`src/rtl/board_pkg.sv`:
```
// Shared types and counter-width helpers for the board clock/reset block.
// Latency: n/a (types and constant functions only).
// Backpressure: n/a.
package board_pkg;

  // Power-on reset sequencer states
  typedef enum logic [1:0] {
    RESET = 2'd0,
    HOLD  = 2'd1,
    RUN   = 2'd2
  } rst_state_t;

  // Bits needed to hold values 0..n-1, never narrower than one bit
  function automatic int cnt_width(input int n);
    if (n <= 2) return 1;
    return $clog2(n);
  endfunction

  // Divider counter width, counts 0..DIV-1
  function automatic int div_width(input int div);
    return cnt_width(div);
  endfunction

  // Hold counter width, counts 0..RESET_HOLD-1
  function automatic int hold_width(input int hold);
    return cnt_width(hold);
  endfunction

  // Debounce counter width, sized from DEBOUNCE_CYCLES+1
  function automatic int db_width(input int cycles);
    return cnt_width(cycles + 1);
  endfunction

endpackage

```
`src/rtl/btn_debounce.sv`:
```
// Two-flop synchroniser plus level debouncer for an active-low push button.
// Latency: 2 CLK edges to sync, then DEBOUNCE_CYCLES edges of stable level.
// Backpressure: none; btn_press is a single-cycle strobe.
module btn_debounce
  import board_pkg::*;
#(
  parameter int DEBOUNCE_CYCLES = 12000
) (
  input  logic CLK,
  input  logic reset_n,
  input  logic btn_n,
  output logic btn_state,
  output logic btn_press
);

  localparam int CW = db_width(DEBOUNCE_CYCLES);
  localparam logic [CW-1:0] DB_MAX = CW'(DEBOUNCE_CYCLES - 1);

  logic          sync_q1;
  logic          sync_q2;
  logic          pressed;
  logic [CW-1:0] db_cnt;

  // Synced stage 2 is still active-low; flip to 1 = pressed
  assign pressed = ~sync_q2;

  // Bring the raw button into the CLK domain; reset to "pressed" so a held
  // button at power-up never looks like a fresh press
  always_ff @(posedge CLK or negedge reset_n) begin
    if (!reset_n) begin
      sync_q1 <= 1'b0;
      sync_q2 <= 1'b0;
    end else begin
      sync_q1 <= btn_n;
      sync_q2 <= sync_q1;
    end
  end

  // Accept a new level only after it has differed for DEBOUNCE_CYCLES edges;
  // any return to the accepted level restarts the count
  always_ff @(posedge CLK or negedge reset_n) begin
    if (!reset_n) begin
      btn_state <= 1'b1;
      btn_press <= 1'b0;
      db_cnt    <= '0;
    end else begin
      btn_press <= 1'b0;
      if (pressed == btn_state) begin
        db_cnt <= '0;
      end else if (db_cnt == DB_MAX) begin
        btn_state <= pressed;
        btn_press <= pressed;
        db_cnt    <= '0;
      end else begin
        db_cnt <= db_cnt + CW'(1);
      end
    end
  end

endmodule

```
`src/rtl/clkrst_gen.sv`:
```
// Board clock divider with clock-enable strobe and sequenced power-on reset.
// Latency: clk rises on first CLK edge after reset_n release, then every DIV edges.
// Backpressure: none; all outputs are free-running registers/strobes.
module clkrst_gen
  import board_pkg::*;
#(
  parameter int DIV             = 4,
  parameter int RESET_HOLD      = 16,
  parameter int DEBOUNCE_CYCLES = 12000
) (
  input  logic CLK,
  input  logic reset_n,
  input  logic btn_n,
  output logic clk,
  output logic clk_en,
  output logic power_on_reset,
  output logic btn_state,
  output logic btn_press
);

  if (DIV < 2) begin : g_bad_div
    $error("clkrst_gen: DIV must be >= 2");
  end
  if (RESET_HOLD < 1) begin : g_bad_hold
    $error("clkrst_gen: RESET_HOLD must be >= 1");
  end
  if (DEBOUNCE_CYCLES < 1) begin : g_bad_db
    $error("clkrst_gen: DEBOUNCE_CYCLES must be >= 1");
  end

  localparam int DW = div_width(DIV);
  localparam int HW = hold_width(RESET_HOLD);
  localparam logic [DW-1:0] DIV_MAX  = DW'(DIV - 1);
  localparam logic [DW-1:0] HIGH_CNT = DW'(DIV / 2);
  localparam logic [HW-1:0] HOLD_MAX = HW'(RESET_HOLD - 1);

  logic [DW-1:0] div_cnt;
  logic [DW-1:0] div_nxt;
  logic [HW-1:0] hold_cnt;
  rst_state_t    state;
  rst_state_t    state_nxt;

  btn_debounce #(
    .DEBOUNCE_CYCLES(DEBOUNCE_CYCLES)
  ) u_btn_debounce (
    .CLK      (CLK),
    .reset_n  (reset_n),
    .btn_n    (btn_n),
    .btn_state(btn_state),
    .btn_press(btn_press)
  );

  // Next divider count; wrap at DIV-1
  always_comb begin
    div_nxt = (div_cnt == DIV_MAX) ? '0 : div_cnt + DW'(1);
  end

  // Strobe sits in the cycle whose closing edge raises clk
  assign clk_en = (div_cnt == DIV_MAX);

  // Divider: reset parks at DIV-1 so the first edge after release raises clk
  always_ff @(posedge CLK or negedge reset_n) begin
    if (!reset_n) begin
      div_cnt <= DIV_MAX;
      clk     <= 1'b0;
    end else begin
      div_cnt <= div_nxt;
      clk     <= (div_nxt < HIGH_CNT);
    end
  end

  // Sequencer next state; leaving reset is gated by clk_en so the system
  // always sees a full first clk period
  always_comb begin
    state_nxt = state;
    case (state)
      RESET: begin
        if (clk_en && (hold_cnt == HOLD_MAX)) begin
          state_nxt = btn_state ? HOLD : RUN;
        end
      end
      HOLD: begin
        if (clk_en && !btn_state) begin
          state_nxt = RUN;
        end
      end
      RUN: begin
        if (btn_press) begin
          state_nxt = RESET;
        end
      end
      default: state_nxt = RESET;
    endcase
  end

  // Sequencer state, hold counter and registered system reset
  always_ff @(posedge CLK or negedge reset_n) begin
    if (!reset_n) begin
      state          <= RESET;
      hold_cnt       <= '0;
      power_on_reset <= 1'b1;
    end else begin
      state          <= state_nxt;
      power_on_reset <= (state_nxt != RUN);
      if (state == RESET) begin
        if (clk_en) begin
          hold_cnt <= (hold_cnt == HOLD_MAX) ? '0 : hold_cnt + HW'(1);
        end
      end else if (state_nxt == RESET) begin
        hold_cnt <= '0;
      end
    end
  end

endmodule

```
`config.mk`:
```
export PLATFORM = sky130hd
export DESIGN_NAME = clkrst_gen
export DESIGN_NICKNAME = d
export VERILOG_FILES = /design/src/rtl/board_pkg.sv /design/src/rtl/btn_debounce.sv /design/src/rtl/clkrst_gen.sv
export SDC_FILE = /design/constraint.sdc
export NUM_CORES = 1
export LEC_CHECK = 0
export ABC_CLOCK_PERIOD_IN_PS = 1600
export BUFFER_PORTS_ARGS = -buffer_cell sky130_fd_sc_hd__buf_2
export CAP_MARGIN = 15
export CORE_MARGIN = 2
export CORE_UTILIZATION = 52
export CTS_CLUSTER_SIZE = 20
export DETAILED_ROUTE_END_ITERATION = 8
export PLACE_DENSITY = 0.75
export SYNTH_ARGS = -nofsm -noshare
export SYNTH_HDL_FRONTEND = slang
export SYNTH_SLANG_ARGS = --single-unit
```
`constraint.sdc`:
```
create_clock -name CLK -period 1.6 [get_ports CLK]
set_input_delay 0.24 -clock CLK [delete_from_list [all_inputs] [get_ports CLK]]
set_output_delay 0.24 -clock CLK [all_outputs]
set_load 0.02 [all_outputs]
```
# ---- Word level (Yosys, flattened, before mapping)
# Index checks and enable logic that the tools add are counted.
dict set report totals {
  latch_bits 0
  mem_bits_ro 0
  reg_bits 28
  mem_count 0
  wordCells 46
  out_inout_bits 5
  ramBits 0
}
dict set report classes {
  bitwise 2
  eq_ne 8
  n_shift 0
  mux 14
  div 0
  add_sub_neg 3
  reduce_logical 8
  magnitude_cmp 1
  mul 0
}
# operator n
set ops {}
lappend ops {{$mux W14} 2}
lappend ops {{$mux W4} 4}
lappend ops {{$add A14 B1 Y14 const B} 1}
lappend ops {{$eq A14 B14 Y1 const B} 1}
lappend ops {{$mux W2} 5}
lappend ops {{$pmux W2 S3} 1}
lappend ops {{$add A4 B1 Y4 const B} 1}
lappend ops {{$eq A2 B2 Y1 const B} 2}
lappend ops {{$eq A4 B4 Y1 const B} 1}
lappend ops {{$logic_not A2 Y1} 2}
lappend ops {{$ne A2 B2 Y1 const B} 2}
lappend ops {{$reduce_and A2 Y1} 2}
lappend ops {{$add A2 B1 Y2 const B} 1}
lappend ops {{$eq A2 B1 Y1 const B} 1}
lappend ops {{$logic_and A1 B1 Y1} 2}
lappend ops {{$lt A2 B2 Y1 const B} 1}
lappend ops {{$mux W1} 2}
lappend ops {{$not A1 Y1} 2}
lappend ops {{$reduce_bool A2 Y1} 1}
lappend ops {{$eq A1 B1 Y1} 1}
lappend ops {{$logic_not A1 Y1} 1}

# ---- Logic depth before layout (Yosys ltp)
dict set report depth {
  ltp_word 7
  ltp_mapped 7
}

# ---- Cells and area by module
# Synthesis repeated with hierarchy kept, for this count alone.
dict set report hier_totals {
  cells_unflattened 124
  hier_area_um2 1363.8
}
# module area_per_inst_um2 n_inst cells_per_inst
set modules_own_cells {}
lappend modules_own_cells {btn_debounce 860.8 1 79}
lappend modules_own_cells {clkrst_gen 503.0 1 45}

# ---- Least setup slack after synthesis
# Ideal clock, no wire load.
dict set report synth_path {
  path_kind {register to register}
  startpoint {reg div_cnt[0]}
  endpoint {reg hold_cnt[3]}
  path_stages_with_launch 6
  t_required_ps 1517
  path_slack_ps -35
  path_buffers 0
  t_arrival_ps 1552
  cell_sequence {dfstp_2 -> ha_1 -> nor3b_1 -> a21boi_0 -> o21ai_0 -> o21ai_0}
}
dict set report synth_between {
  elab_chain_len 7
  word_cells_on_any_way 10
  cone_classes {eq/ne (2); mux (3); reduce/logical (5)}
}
# element line_no
set synth_rtl {}
lappend synth_rtl {{start, declared} clkrst_gen.sv:37} ;# logic [DW-1:0] div_cnt;
lappend synth_rtl {{start signal, assigned} clkrst_gen.sv:67} ;# div_cnt <= div_nxt;
lappend synth_rtl {{$eq A2 B2 Y1 (*)} clkrst_gen.sv:59} ;# assign clk_en = (div_cnt == DIV_MAX);
lappend synth_rtl {{net clk_en} clkrst_gen.sv:15} ;# output logic clk_en,
lappend synth_rtl {{$logic_and A1 B1 Y1, on equally long branches} {clkrst_gen.sv:83, clkrst_gen.sv:78}}
lappend synth_rtl {{$mux W2, on equally long branches} {clkrst_gen.sv:83, clkrst_gen.sv:78}}
lappend synth_rtl {{$pmux W2 S3} clkrst_gen.sv:76} ;# case (state)
lappend synth_rtl {{$logic_not A2 Y1} clkrst_gen.sv:109} ;# end else if (state_nxt == RESET) begin
lappend synth_rtl {{$reduce_bool A2 Y1 (no source line)} -}
lappend synth_rtl {{$reduce_and A2 Y1 (no source line) (*)} -}
lappend synth_rtl {{end signal, assigned} clkrst_gen.sv:107} ;# hold_cnt <= (hold_cnt == HOLD_MAX) ? '0 : hold_cnt + HW'(1);
lappend synth_rtl {{end, declared} clkrst_gen.sv:39} ;# logic [HW-1:0] hold_cnt;
# Mark *: on every way through the listed nets, which the timed path passes. The rest lies on a longest branch.
# A chain may end at the register's enable or synchronous reset.

# ---- Worst setup path after layout
dict set report layout_path {
  startpoint {reg div_cnt[0]}
  endpoint {out clk_en}
}
dict set report layout_between {
  elab_chain_len 1
}
# element line_no
set layout_rtl {}
lappend layout_rtl {{$eq A2 B2 Y1} clkrst_gen.sv:59}
lappend layout_rtl {{end, declared} clkrst_gen.sv:15}
# Every way passes these cells.

==> flow_metrics.env <==
export IMPL_synth_top_area_share=0.466
export IMPL_yosysTopAreaCell="dfrtp_1"
export IMPL_crit_type="register to output port"
export IMPL_portBuffers=7
export IMPL_nFillCells=195
export IMPL_synth_area_top_cells="dfrtp_1 47%, dfstp_2 8.2%, xor2_1 4.8%"
export IMPL_p_sw_frac=0.196
export IMPL_antenna_found_initial=0
export IMPL_drc=0
export IMPL_fp_row_count=18
export IMPL_outcome="completed"
export IMPL_wire_per_inst_um=13.6
export IMPL_drt_iter0_drc=14
export IMPL_p_leak_nw=0.711
export IMPL_required_ns=1.36
export IMPL_avgViaCountPerCell=5.41
export IMPL_synth_cell_types=35
export IMPL_path_clk_slew_ns=0.15
export IMPL_grt_usage=0.181
export IMPL_die_height_um=53.8
export IMPL_synth_nets=120
export IMPL_p_per_area_nw_per_um2=824
export IMPL_p_seq_frac=0.588
export IMPL_cts_sinks=28
export IMPL_max_freq_mhz=645
export IMPL_ys_flop_type="dfrtp_1"
export IMPL_vias=877
export IMPL_first_global_vias=885
export IMPL_top_layer_used="met4"
export IMPL_slew_viol_final=0
export IMPL_ioPinCount=8
export IMPL_num_nets_final=139
export IMPL_combPwrFrac=0.041
export IMPL_dp_hpwl_mm=1.52
export IMPL_yosys_warnings=0
export IMPL_setup_tns_ns=0
export IMPL_worstMarginPinSlew_ns=0.600
export IMPL_firstDrtPassIters=4
export IMPL_hold_path_class="register to register"
export IMPL_startpoint_type="register"
export IMPL_coreArea_um2=2410
export IMPL_postRouteWirelength_mm=2.21
export IMPL_dr_wl_met2_mm=1.07
export IMPL_p_clk_frac=0.370
export IMPL_grt_max_degree=29
export IMPL_met1_length_mm=1.07
export IMPL_diodes=0
export IMPL_htree_levels=1
export IMPL_grt_first_pass_wirelength_mm=3.79
export IMPL_start_util=0.535
export IMPL_yosysSeqAreaShare=0.548
export IMPL_fin_util=0.619
export IMPL_power_switching_uw=241
export IMPL_area_growth_pct=15.8
export IMPL_netlist_instances=114
export IMPL_cts_tree="done"
export IMPL_wl_met3_um=53
export IMPL_ant_nets=0
export IMPL_ir_worst_vdd_v=0.000761
export IMPL_critPathArrivalTime_ns=1.31
export IMPL_synth_edff_count=0
export IMPL_synthArstFlopShare=1.00
export IMPL_post_route_min_period_ns=1.55
export IMPL_setup_viol=0
export IMPL_dieArea_um2=2890
export IMPL_clk_latency_ns=0.32
export IMPL_slew_headroom=0.600
export IMPL_finalCritPeriodShare=0.969
export IMPL_ys_ff_latch=28
export IMPL_skew_ns=0.00963
export IMPL_finalHoldViolCount=0
export IMPL_gp_congestion=0.797
export IMPL_regArea_um2=706
export IMPL_die_width_um=53.8
export IMPL_syn_area_um2=1290
export IMPL_numCtsBuffers=3
export IMPL_cts_root_buf="clkbuf_4"
export IMPL_cp_max_fo=5
export IMPL_clk_path_buf_depth=2
export IMPL_multi_input_area_um2=579
export IMPL_avgSynthCellArea_um2=11.3
export IMPL_crit_path_end_kind="output port"
export IMPL_maxCapViolations=0
export IMPL_drive_above_1_share=0.258
export IMPL_grt_overflow=0
export IMPL_internal_power_uw=989
[power groups by stage]
stage	sequential, mW	combinational (mW)	clock [mW]
floorplan	0.738	0.0196	0
global placement	0.736	0.0480	0
detailed placement	0.737	0.0487	0
CTS	0.724	0.0526	0.466
global route	0.725	0.0605	0.494
finish	0.724	0.0510	0.455
[Yosys cell counts (2+ instances only)]
library cell and count:
nor3_1 2, nand3_1 3, nand2b_1 2, and3_1 4, xnor2_1 6, nand2_1 5
nor2_1 15, nand4_1 6, nor2b_1 2, inv_1 2, o21ai_0 5, a21o_1 2
dfrtp_1 24, xor2_1 7, nor4_2 2, ha_1 3, nor3b_1 2, dfstp_2 4
nand4_2 2
[worst paths after layout]
| path | slack (ns) | cells past startpoint | from | end |
|---|---|---|---|---|
| max | 0.05 | 3 | div_cnt[0] | clk_en |
| min | 0.39 | 0 | u_btn_debounce.sync_q1 | u_btn_debounce.sync_q2 |
| max reg2reg | 0.11 | 4 | hold_cnt[0] | hold_cnt[0] |
| min reg2reg | 0.39 | 0 | u_btn_debounce.sync_q1 | u_btn_debounce.sync_q2 |
| max in group asynchronous | 0.77 | 2 | reset_n | clk |
| min in group asynchronous | 0.43 | 2 | reset_n | hold_cnt[3] |
[cell type report]
| type | instances | area share |
|---|---|---|
| Clock inverter | 1 | 0.0201 |
| Multi-Input combinational cell | 82 | 0.388 |
| Clock buffer | 3 | 0.0151 |
| Tap cell | 30 | 0.0251 |
| Inverter | 2 | 0.00503 |
| Sequential cell | 28 | 0.473 |
| Timing Repair Buffer | 16 | 0.0738 |
[flip-flops by register name, summed over array words and instances (netlist names)]
name	count
u_btn_debounce.db_cnt	14
hold_cnt	4
div_cnt	2
state	2
clk	1
power_on_reset	1
u_btn_debounce.btn_press	1
u_btn_debounce.btn_state	1
u_btn_debounce.sync_q1	1
u_btn_debounce.sync_q2	1
[cell usage in the layout, fill, tap and decap left out, types with 3 or more instances in the layout]
master     n
xnor2_1    6
nand2_1    5
buf_4      8
and3_1     4
xor2_1     7
nand3_1    3
nand4_1    6
dfrtp_1   24
buf_2      6
dfstp_2    4
clkbuf_4   3
nor2_1    15
o21ai_0    5
[metal layers]
metal	GRT usage	vias up
met5	0	-
met3	0.0389	4
li1	-	435
met2	0.285	10
met4	0.0726	0
met1	0.243	428
[what timing repair did]
action | CTS | global route
endpoints found under the hold margin | 25 | 0
gates resized for setup | 2 | 2
hold buffers | 2 | 0
pin swaps | 0 | 1
setup endpoints to repair | 1 | 3
setup buffers | 0 | 3
[critical path: stages, from the launching register on]
cell	delay, ns
dfstp_2	0.59
ha_4	0.16
buf_4	0.12
buf_4	0.13
[cells by family after synthesis]
logic type	count (synthesis)	synth area share
buffers and inverters	4	0.0184
XOR/XNOR	13	0.0884
AND/OR/NAND/NOR	54	0.258
adder cells (fa/ha/maj)	3	0.0291
AO/OA/AOI/OAI	12	0.0582
flip-flops	28	0.548
[through the flow]
step / hold slack, ns / setup slack (ns) / instance area (µm²) / power, mW / instances
6_report: 0.386 / 0.0503 / 1490 / 1.23 / 162
5_1_grt: 0.394 / -0.00282 / 1490 / 1.28 / 162
4_1_cts: 0.395 / 0.0175 / 1470 / 1.24 / 159
3_5_place_dp: 0.289 / 0.0882 / 1380 / 0.786 / 153
3_3_place_gp: 0.277 / 0.160 / 1380 / 0.784 / 153
2_1_floorplan: -0.0556 / 0.0700 / 1290 / 0.758 / 114
Power figures use the tool's default switching activity.
